$ cat src/rtl/uart_frame_pkg.sv
// Shared definitions for the UART frame parser.
// Holds the parser state encoding, the error codes reported on err_code
// and the default frame start marker.
package uart_frame_pkg;

  // State encoding kept as plain constants so legacy tools and probes can
  // compare against fixed bit patterns.
  typedef logic [2:0] state_t;

  localparam state_t S_HUNT    = 3'd0;
  localparam state_t S_CMD     = 3'd1;
  localparam state_t S_LEN     = 3'd2;
  localparam state_t S_PAYLOAD = 3'd3;
  localparam state_t S_CHK     = 3'd4;

  localparam logic [1:0] ERR_CHK = 2'd1;
  localparam logic [1:0] ERR_LEN = 2'd2;
  localparam logic [1:0] ERR_TMO = 2'd3;

  localparam logic [7:0] SYNC_DEFAULT = 8'hAA;

endpackage

$ cat src/rtl/uart_frame_parser_if.sv
// Bus bundle between the UART byte receiver / sensor control path and the
// frame parser.
//   rx_data/rx_done         : received byte and its one-cycle strobe
//   rd_addr/rd_data         : payload buffer read port
//   frame_valid/cmd/len     : good-frame pulse and last good header
//   frame_err/err_code      : abort pulse and held error code
//   busy                    : parser is inside a frame
// master = byte source / payload reader, slave = parser.
interface uart_frame_parser_if #(
  parameter int MAX_LEN = 16
);
  localparam int AW = $clog2(MAX_LEN);
  localparam int LW = AW + 1;

  logic [7:0]    rx_data;
  logic          rx_done;
  logic [AW-1:0] rd_addr;
  logic [7:0]    rd_data;
  logic          frame_valid;
  logic [7:0]    frame_cmd;
  logic [LW-1:0] frame_len;
  logic          frame_err;
  logic [1:0]    err_code;
  logic          busy;

  modport master (
    output rx_data, rx_done, rd_addr,
    input  rd_data, frame_valid, frame_cmd, frame_len, frame_err, err_code, busy
  );

  modport slave (
    input  rx_data, rx_done, rd_addr,
    output rd_data, frame_valid, frame_cmd, frame_len, frame_err, err_code, busy
  );

endinterface

$ cat src/rtl/uart_frame_buf.sv
// Payload buffer: MAX_LEN x 8 register file, one synchronous write port and
// one combinational read port. Contents are intentionally not reset.
// Ports:
//   i_clk   : clock
//   i_we    : write enable
//   i_waddr : write address
//   i_wdata : write data
//   i_raddr : read address
//   o_rdata : read data (combinational)
module uart_frame_buf #(
  parameter int MAX_LEN = 16
) (
  input  logic                       i_clk,
  input  logic                       i_we,
  input  logic [$clog2(MAX_LEN)-1:0] i_waddr,
  input  logic [7:0]                 i_wdata,
  input  logic [$clog2(MAX_LEN)-1:0] i_raddr,
  output logic [7:0]                 o_rdata
);

  logic [7:0] r_mem [MAX_LEN];

  always_ff @(posedge i_clk) begin
    if (i_we) begin
      r_mem[i_waddr] <= i_wdata;
    end
  end

  assign o_rdata = r_mem[i_raddr];

endmodule

$ cat src/rtl/uart_frame_parser.sv
// UART frame parser: assembles SYNC, CMD, LEN, PAYLOAD[0..LEN-1], CHK frames
// from the byte receiver, where CHK is the XOR of CMD, LEN and all payload
// bytes. A good frame produces a one-cycle frame_valid and updates
// frame_cmd/frame_len; a malformed frame produces a one-cycle frame_err with
// a held err_code (1 checksum, 2 length, 3 timeout).
// Ports:
//   clk, rst : clock, asynchronous active-high reset
//   bus      : uart_frame_parser_if.slave (byte input, payload read port,
//              frame status outputs)
// Optional build macro UART_FRAME_TIMEOUT_EN adds an inter-byte timeout
// that aborts a partial frame after TIMEOUT_CLKS idle cycles.
module uart_frame_parser
  import uart_frame_pkg::*;
#(
  parameter logic [7:0] SYNC_BYTE    = SYNC_DEFAULT,
  parameter int         MAX_LEN      = 16,
  parameter int         TIMEOUT_CLKS = 52080
) (
  input  logic                clk,
  input  logic                rst,
  uart_frame_parser_if.slave  bus
);

  localparam int         AW        = $clog2(MAX_LEN);
  localparam int         LW        = AW + 1;
  localparam logic [7:0] MAX_LEN_B = 8'(MAX_LEN);

  state_t        r_state;
  logic [7:0]    r_chk;
  logic [AW-1:0] r_idx;
  logic [7:0]    r_cmd_stg;
  logic [LW-1:0] r_len_stg;
  logic          r_frame_valid;
  logic [7:0]    r_frame_cmd;
  logic [LW-1:0] r_frame_len;
  logic          r_frame_err;
  logic [1:0]    r_err_code;

  logic          w_we;
  logic          w_last;
  logic          w_tmo_hit;

  // Last payload byte: the index already points at LEN-1.
  assign w_last = ({1'b0, r_idx} == (r_len_stg - LW'(1)));
  assign w_we   = bus.rx_done && (r_state == S_PAYLOAD);

`ifdef UART_FRAME_TIMEOUT_EN
  localparam int TW = (TIMEOUT_CLKS > 1) ? $clog2(TIMEOUT_CLKS) : 1;

  logic [TW-1:0] r_tmo_cnt;

  // A byte arriving on the terminal count wins over the timeout.
  assign w_tmo_hit = (r_state != S_HUNT) && !bus.rx_done &&
                     (r_tmo_cnt == TW'(TIMEOUT_CLKS - 1));

  always_ff @(posedge clk or posedge rst) begin
    if (rst) begin
      r_tmo_cnt <= '0;
    end else if ((r_state == S_HUNT) || bus.rx_done || w_tmo_hit) begin
      r_tmo_cnt <= '0;
    end else begin
      r_tmo_cnt <= r_tmo_cnt + TW'(1);
    end
  end
`else
  assign w_tmo_hit = 1'b0;
`endif

  always_ff @(posedge clk or posedge rst) begin
    if (rst) begin
      r_state       <= S_HUNT;
      r_chk         <= '0;
      r_idx         <= '0;
      r_cmd_stg     <= '0;
      r_len_stg     <= '0;
      r_frame_valid <= 1'b0;
      r_frame_cmd   <= '0;
      r_frame_len   <= '0;
      r_frame_err   <= 1'b0;
      r_err_code    <= '0;
    end else begin
      r_frame_valid <= 1'b0;
      r_frame_err   <= 1'b0;
      if (bus.rx_done) begin
        case (r_state)
          S_HUNT: begin
            if (bus.rx_data == SYNC_BYTE) begin
              r_state <= S_CMD;
            end
          end
          S_CMD: begin
            r_cmd_stg <= bus.rx_data;
            r_chk     <= bus.rx_data;
            r_state   <= S_LEN;
          end
          S_LEN: begin
            if (bus.rx_data > MAX_LEN_B) begin
              r_frame_err <= 1'b1;
              r_err_code  <= ERR_LEN;
              r_state     <= S_HUNT;
            end else begin
              r_len_stg <= bus.rx_data[LW-1:0];
              r_chk     <= r_chk ^ bus.rx_data;
              r_idx     <= '0;
              r_state   <= (bus.rx_data == 8'd0) ? S_CHK : S_PAYLOAD;
            end
          end
          S_PAYLOAD: begin
            r_chk <= r_chk ^ bus.rx_data;
            if (w_last) begin
              r_state <= S_CHK;
            end else begin
              r_idx <= r_idx + AW'(1);
            end
          end
          S_CHK: begin
            if (bus.rx_data == r_chk) begin
              r_frame_valid <= 1'b1;
              r_frame_cmd   <= r_cmd_stg;
              r_frame_len   <= r_len_stg;
            end else begin
              r_frame_err <= 1'b1;
              r_err_code  <= ERR_CHK;
            end
            r_state <= S_HUNT;
          end
          default: r_state <= S_HUNT;
        endcase
      end else if (w_tmo_hit) begin
        r_frame_err <= 1'b1;
        r_err_code  <= ERR_TMO;
        r_state     <= S_HUNT;
      end
    end
  end

  uart_frame_buf #(
    .MAX_LEN (MAX_LEN)
  ) u_buf (
    .i_clk   (clk),
    .i_we    (w_we),
    .i_waddr (r_idx),
    .i_wdata (bus.rx_data),
    .i_raddr (bus.rd_addr),
    .o_rdata (bus.rd_data)
  );

  assign bus.frame_valid = r_frame_valid;
  assign bus.frame_cmd   = r_frame_cmd;
  assign bus.frame_len   = r_frame_len;
  assign bus.frame_err   = r_frame_err;
  assign bus.err_code    = r_err_code;
  assign bus.busy        = (r_state != S_HUNT);

endmodule

$ cat src/flat_wrapper.sv
// flat-port wrapper written by rule: the top's interface ports become plain ports
module uart_frame_parser_flat import uart_frame_pkg::*;
#(
  parameter logic [7:0] SYNC_BYTE    = SYNC_DEFAULT,
  parameter int         MAX_LEN      = 16,
  parameter int         TIMEOUT_CLKS = 52080
)
  (clk, rst, bus_rx_data, bus_rx_done, bus_rd_addr, bus_rd_data, bus_frame_valid, bus_frame_cmd, bus_frame_len, bus_frame_err, bus_err_code, bus_busy);
  uart_frame_parser_if #(.MAX_LEN(MAX_LEN)) bus_i ();
  input  logic clk;
  input  logic rst;
  input wire logic [$bits(bus_i.rx_data)-1:0] bus_rx_data;
  input wire logic [$bits(bus_i.rx_done)-1:0] bus_rx_done;
  input wire logic [$bits(bus_i.rd_addr)-1:0] bus_rd_addr;
  output wire logic [$bits(bus_i.rd_data)-1:0] bus_rd_data;
  output wire logic [$bits(bus_i.frame_valid)-1:0] bus_frame_valid;
  output wire logic [$bits(bus_i.frame_cmd)-1:0] bus_frame_cmd;
  output wire logic [$bits(bus_i.frame_len)-1:0] bus_frame_len;
  output wire logic [$bits(bus_i.frame_err)-1:0] bus_frame_err;
  output wire logic [$bits(bus_i.err_code)-1:0] bus_err_code;
  output wire logic [$bits(bus_i.busy)-1:0] bus_busy;
  assign bus_i.rx_data = bus_rx_data;
  assign bus_i.rx_done = bus_rx_done;
  assign bus_i.rd_addr = bus_rd_addr;
  assign bus_rd_data = bus_i.rd_data;
  assign bus_frame_valid = bus_i.frame_valid;
  assign bus_frame_cmd = bus_i.frame_cmd;
  assign bus_frame_len = bus_i.frame_len;
  assign bus_frame_err = bus_i.frame_err;
  assign bus_err_code = bus_i.err_code;
  assign bus_busy = bus_i.busy;
  uart_frame_parser #(.SYNC_BYTE(SYNC_BYTE), .MAX_LEN(MAX_LEN), .TIMEOUT_CLKS(TIMEOUT_CLKS)) u_core (.clk(clk), .rst(rst), .bus(bus_i));
endmodule
$ cat config.mk
export PLATFORM = sky130hd
export DESIGN_NAME = uart_frame_parser_flat
export DESIGN_NICKNAME = d
export VERILOG_FILES = /design/src/rtl/uart_frame_pkg.sv /design/src/rtl/uart_frame_parser_if.sv /design/src/rtl/uart_frame_buf.sv /design/src/rtl/uart_frame_parser.sv /design/src/flat_wrapper.sv
export SDC_FILE = /design/constraint.sdc
export NUM_CORES = 1
export LEC_CHECK = 0
export BUFFER_PORTS_ARGS = -buffer_cell sky130_fd_sc_hd__buf_4
export CAP_MARGIN = 20
export CORE_UTILIZATION = 54
export CTS_CLUSTER_SIZE = 25
export DETAILED_ROUTE_END_ITERATION = 12
export HOLD_SLACK_MARGIN = 0.12
export MAX_ROUTING_LAYER = met4
export PLACE_DENSITY = 0.7
export SETUP_SLACK_MARGIN = 0.2
export SLEW_MARGIN = 20
export SYNTH_ARGS = -nofsm -noshare
export SYNTH_HDL_FRONTEND = slang
export SYNTH_SLANG_ARGS = --single-unit
$ cat constraint.sdc
create_clock -name clk -period 2.3 [get_ports clk]
set_clock_uncertainty 0.05 [all_clocks]
set_input_delay 0.115 -clock clk [delete_from_list [all_inputs] [get_ports clk]]
set_output_delay 0.115 -clock clk [all_outputs]
set_load 0.01 [all_outputs]
# Word-level counts from Yosys, hierarchy flattened
# Memory sizes are Yosys's and may differ from the RTL's.
# Index checks and enable logic that the tools add are counted.
[word_totals] n_memories=1 ram_bits=128 ff_bits=45 input_bits=15
[classes] bitwise=2 muxes=22 eq_ne=13 reduce_logical=14 order_cmp=1 n_addsub=2
[mem_list] name="u_core.u_buf.r_mem" words=16 width=8 read_ports=1 rd_ports_with_merged_regs=0 wr=1 line_no="uart_frame_buf.sv:21" source="logic [7:0] r_mem [MAX_LEN];"
[op_table] cell="8-bit case mux with 3 select lines" n=1
[op_table] cell="3-bit 2-to-1 mux" n=4
[op_table] cell="3-bit case mux with 4 select lines" n=1
[op_table] cell="3-bit AND reduction" n=4
[op_table] cell="8-bit == test" n=1
[op_table] cell="8-bit == test, second input constant" n=1
[op_table] cell="8-bit by 5-bit greater-than comparator with 1-bit output, second input constant" n=1
[op_table] cell="8-bit logical NOT" n=1
[op_table] cell="1-bit 2-to-1 mux" n=8
[op_table] cell="4-bit 2-to-1 mux" n=2
[op_table] cell="8-bit 2-to-1 mux" n=1
[op_table] cell="4-bit case mux with 2 select lines" n=1
[op_table] cell="4-bit AND reduction" n=2
[op_table] cell="8-bit bitwise XOR" n=1
[op_table] cell="3-bit by 2-bit == test with 1-bit output, second input constant" n=2
[op_table] cell="2-bit by 1-bit inequality test with 1-bit output, second input constant" n=3
[op_table] cell="2-bit inequality test, second input constant" n=3
[op_table] cell="3-bit nonzero test" n=2
[op_table] cell="4-bit by 5-bit == test with 1-bit output" n=1
[op_table] cell="5-bit by 1-bit subtractor with 5-bit output, second input constant" n=1
[op_table] cell="4-bit by 1-bit adder with 4-bit output, second input constant" n=1
[op_table] cell="2-bit 2-to-1 mux" n=2
[op_table] cell="2-bit case mux with 2 select lines" n=1
[op_table] cell="2-bit nonzero test" n=2
[op_table] cell="7 further kinds" n=7

# Depth between registers and ports, before layout
[logic_depth] ltp_word=4 mapped_depth=8

# Modules after synthesis
# Synthesis repeated with hierarchy kept, for this count alone.
[hier_totals] hier_cells=423 area_unflattened_um2=7290.7
[modules_own_cells] mod="uart_frame_buf" seq_area_each_um2=3843.7 area_per_inst_um2=4987.3 instances=1 cells_each=221
[modules_own_cells] mod="uart_frame_parser" seq_area_each_um2=1126.1 area_per_inst_um2=2303.5 instances=1 cells_each=202

# Worst setup path after synthesis
# No wires, ideal clock.
[synth_path] path_kind="register to register" from="reg u_core.r_state[0]" to="mem u_core.u_buf.r_mem[1][0] (enable)" setup_slack_ns=0.145 arrival_time_ns=1.722 required_time_ns=1.867 stages_incl_launch_ff=6 period_less_slack_ns=2.155 cell_sequence="dfrtp_1 -> clkbuf_1 -> nand2_1 -> nor2_1 -> nand2_1 -> nor3_1"
[synth_between] elab_chain_cells=4
[synth_lines] element="start: declaration" line_no="uart_frame_parser.sv:28" source="state_t r_state;"
[synth_lines] element="start signal: assignment" line_no="uart_frame_parser.sv:105" source="r_state <= (bus.rx_data == 8'd0) ? S_CHK : S_PAYLOAD;"
[synth_lines] element="3-bit by 2-bit == test with 1-bit output" line_no="uart_frame_parser.sv:45" source="assign w_we = bus.rx_done && (r_state == S_PAYLOAD);"
[synth_lines] element="1-bit logical AND" line_no="uart_frame_parser.sv:45"
[synth_lines] element="1-bit 2-to-1 mux" line_no="uart_frame_buf.sv:24" source="if (i_we) begin"
[synth_lines] element="1-bit 2-to-1 mux (not written as such)" line_no="uart_frame_buf.sv:25" source="r_mem[i_waddr] <= i_wdata;"
[synth_lines] element="end: declaration" line_no="uart_frame_buf.sv:21"
# Every way passes these cells.

# Final worst setup path
[layout_path] from="mem u_core.u_buf.r_mem[14][2]" to="out bus_rd_data[2]"
[layout_between] elab_chain_cells=1
[layout_lines] element="memory 16 x 8 bit"
[layout_lines] element="end: declaration" line_no="flat_wrapper.sv:15" source="output wire logic [$bits(bus_i.rd_data)-1:0] bus_rd_data;"
# Every way passes these cells.

==> results.ini <==
[clocking]
cts_buffer_depth = 2
h-tree-depth = 4
cts_sinks = 173
clk_pin_slew_ns = 0.06
numCtsBuffers = 17
cts-root-buf = clkbuf_16
cts_tree = built
clk_latency_ns = 0.42

[timing]
hold_viol = 0
maxSlewViolCount = 0
rsz0062_at_grt = yes
worst_pin_slew_ns = 0.935
finalSetupViolations = 0
fmax_mhz = 466
finalCriticalPeriod_ns = 2.15
setup_tns_ns = 0
fin_crit_sh = 0.933
slew_headroom = 0.376

[grt]
grt_pass1_vias = 4252
grt_pass1_wl_um = 24200
antenna_found_initial = 0
grt_usage = 0.245
overflow = 0
grt_max_degree = 46

[floorplanning]
row_count = 42
dieArea_mm2 = 0.0140
core_area_mm2 = 0.0132
die_width_um = 118
initial_core_util = 0.553
pin_count = 41
dieHeight_um = 118

[worst_setup_path]
arrival_ns = 1.98
path_class = reg -> out
crit_fanout = 1
r2r_end = u_core.r_state[2]
worst_r2r_path_depth = 9
r2r-start = u_core.r_len_stg[0]
worstPathRequired_ns = 2.13
cp-end-kind = output port
cp-start-kind = flop
r2r_slack_ns = 0.22

[drt]
via_per_inst = 5.84
wl_per_cell_um = 21.5
drc = 0
postRouteAntennaNets = 0
wl_um = 15100
via_count = 4108
drtIter0Drc = 313
drtPass1Iterations = 5

[place]
port_buffers = 40
place_congestion = 0.856
hpwl_um = 9530
dp_cells = 659

[pwr]
ir_drop_mv = 0.536
p_leak_nw = 3.24
powerDensity_mw_per_mm2 = 961

[synth]
syn_area_mm2 = 0.00729
synth_fp_nets = 461
synth_cell_types = 49
synthCells = 441
ys.warnings.count = 0
synthArstFlopShare = 0.260
syn_area_per_cell_um2 = 16.5
ys_seq_elements = 173
synth_edf_count = 128
synth_seq_area_share = 0.682
synthFlopType = edfxtp_1

[outcome]
outcome = completed

[run]
max_cap_viol_count = 0

[cells_and_area]
diodes = 0
n_fill_cell = 894
syn2layout_area_growth_pct = 19.6
fin_nets = 535
layout-drive-gt1-share = 0.295
fin_cells = 704

[worst_hold_path]
min_path_type = in -> async

## routing by layer
layer	global-route usage	share of wire	up-vias
li1	-	-	1840
met5	-	0	-
met1	0.326	0.42	2092
met2	0.382	0.51	157
met3	0.0574	0.063	19
met4	0.0657	0.010	0
## through the flow
step / utilization / cell area, um^2 / power [W] / hold slack [ns] / worst slack [ns]
global route: 0.661 / 8720 / 0.00875 / 0.459 / 0.111
finish: 0.661 / 8720 / 0.00838 / 0.416 / 0.154
CTS: 0.658 / 8680 / 0.00838 / 0.428 / 0.158
floorplan: - / 7290 / 0.00488 / 0.162 / 0.145
global placement: 0.600 / 7920 / 0.00524 / 0.323 / 0.161
detailed placement: 0.600 / 7920 / 0.00532 / 0.333 / 0.0564
## cell usage after synthesis, types with 2 or more instances
| master | n | area share |
|---|---|---|
| inv_1 | 10 | 0.0052 |
| o21ai_0 | 4 | 0.0027 |
| nand4_1 | 3 | 0.0026 |
| clkbuf_1 | 8 | 0.0041 |
| buf_6 | 2 | 0.0031 |
| dfrtp_1 | 45 | 0.15 |
| a21oi_1 | 8 | 0.0055 |
| nand2b_1 | 4 | 0.0034 |
| mux2_4 | 5 | 0.010 |
| o21ai_1 | 4 | 0.0027 |
| a31oi_1 | 9 | 0.0077 |
| nor2b_1 | 6 | 0.0052 |
| or3_1 | 11 | 0.0094 |
| edfxtp_1 | 128 | 0.53 |
| buf_1 | 5 | 0.0026 |
| o211ai_1 | 3 | 0.0031 |
| nand2_1 | 50 | 0.026 |
| buf_2 | 8 | 0.0055 |
| ha_1 | 5 | 0.0086 |
| nor3_1 | 8 | 0.0055 |
| xnor2_1 | 13 | 0.016 |
| nor2_1 | 21 | 0.011 |
| buf_4 | 2 | 0.0021 |
| nand3_1 | 6 | 0.0041 |
| mux2_1 | 9 | 0.014 |
| mux4_2 | 40 | 0.12 |
| nor4_1 | 2 | 0.0017 |
## critical path: stages (launching register included)
cell and delay [ns]:
edfxtp_1 0.40, mux4_2 0.52, mux4_2 0.50, buf_6 0.14
## placed cells by master (no fill, tap or decap), drive strengths merged, types with 3 or more instances in the layout
cell type / instances
a21oi: 8
a31oi: 9
buf: 70
bufinv: 4
clkbuf: 21
clkinv: 5
dfrtp: 45
dlygate4sd3: 10
edfxtp: 128
ha: 5
inv: 12
mux2: 14
mux4: 40
nand2: 50
nand2b: 4
nand3: 7
nand4: 3
nor2: 21
nor2b: 6
nor3: 9
o211ai: 3
o21ai: 9
or3: 11
xnor2: 13
## worst max-delay path by stage
stage                     cells after the start                 startpoint  slack [ns]                       end
after detailed placement                      8        u_core.r_len_stg[0]        0.06           u_core.r_idx[0]
after global routing                          3   u_core.u_buf.r_mem[3][5]        0.11            bus_rd_data[5]
after CTS                                     3   u_core.u_buf.r_mem[3][0]        0.16            bus_rd_data[0]
after floorplan                               5          u_core.r_state[0]        0.15  u_core.u_buf.r_mem[0][0]
after global placement                        8        u_core.r_len_stg[0]        0.16           u_core.r_idx[0]
final                                         3  u_core.u_buf.r_mem[14][2]        0.15            bus_rd_data[2]
## cell type report
class | instances | area, um^2 | share of cell area
flip-flops and latches | 173 | 4970 | 0.570
inverters | 10 | 37.5 | 0.00431
clock buffers | 21 | 460 | 0.0528
well taps | 176 | 220 | 0.0253
multi-input cells | 233 | 2190 | 0.251
repair buffers | 80 | 681 | 0.0781
clock inverters | 11 | 163 | 0.0187
## what timing repair did
| action | CTS | global route |
|---|---|---|
| hold buffers | 10 | 0 |
| hold endpoints to repair | 136 | 0 |
| buffers inserted | 0 | 3 |
| pin swaps | 2 | 1 |
| resized for setup | 10 | 6 |
| setup endpoints to repair | 12 | 146 |
| gates cloned | 0 | 0 |
## power by group
| group | internal, W | switching (W) | leakage [nW] |
|---|---|---|---|
| logic | 0.000645 | 0.000781 | 1.23 |
| registers | 0.00363 | 0.000295 | 1.71 |
| clock network | 0.00187 | 0.00115 | 0.305 |
## flip-flops by register name, indices dropped and copies added, names as in the netlist
| name | flops |
|---|---|
| u_core.u_buf.r_mem | 128 |
| u_core.bus.frame_cmd | 8 |
| u_core.r_chk | 8 |
| u_core.r_cmd_stg | 8 |
| u_core.bus.frame_len | 5 |
| u_core.r_len_stg | 5 |
| u_core.r_idx | 4 |
| u_core.r_state | 3 |
| u_core.bus.err_code | 2 |
| u_core.bus.frame_err | 1 |
| u_core.bus.frame_valid | 1 |
## kinds of logic (layout without fill, tap and decap cells)
kind of cell / count (synthesis) / after routing / share of synthesized area
AO/OA/AOI/OAI: 40 / 40 / 0.0419
XOR/XNOR: 13 / 13 / 0.0156
adder cells (fa/ha/maj): 5 / 5 / 0.00858
buffers and inverters: 35 / 122 / 0.0225
flip-flops: 173 / 173 / 0.682
multiplexers: 55 / 55 / 0.149
AND/OR/NAND/NOR: 120 / 120 / 0.0803
Note: power is estimated with default switching activity, not from simulation.
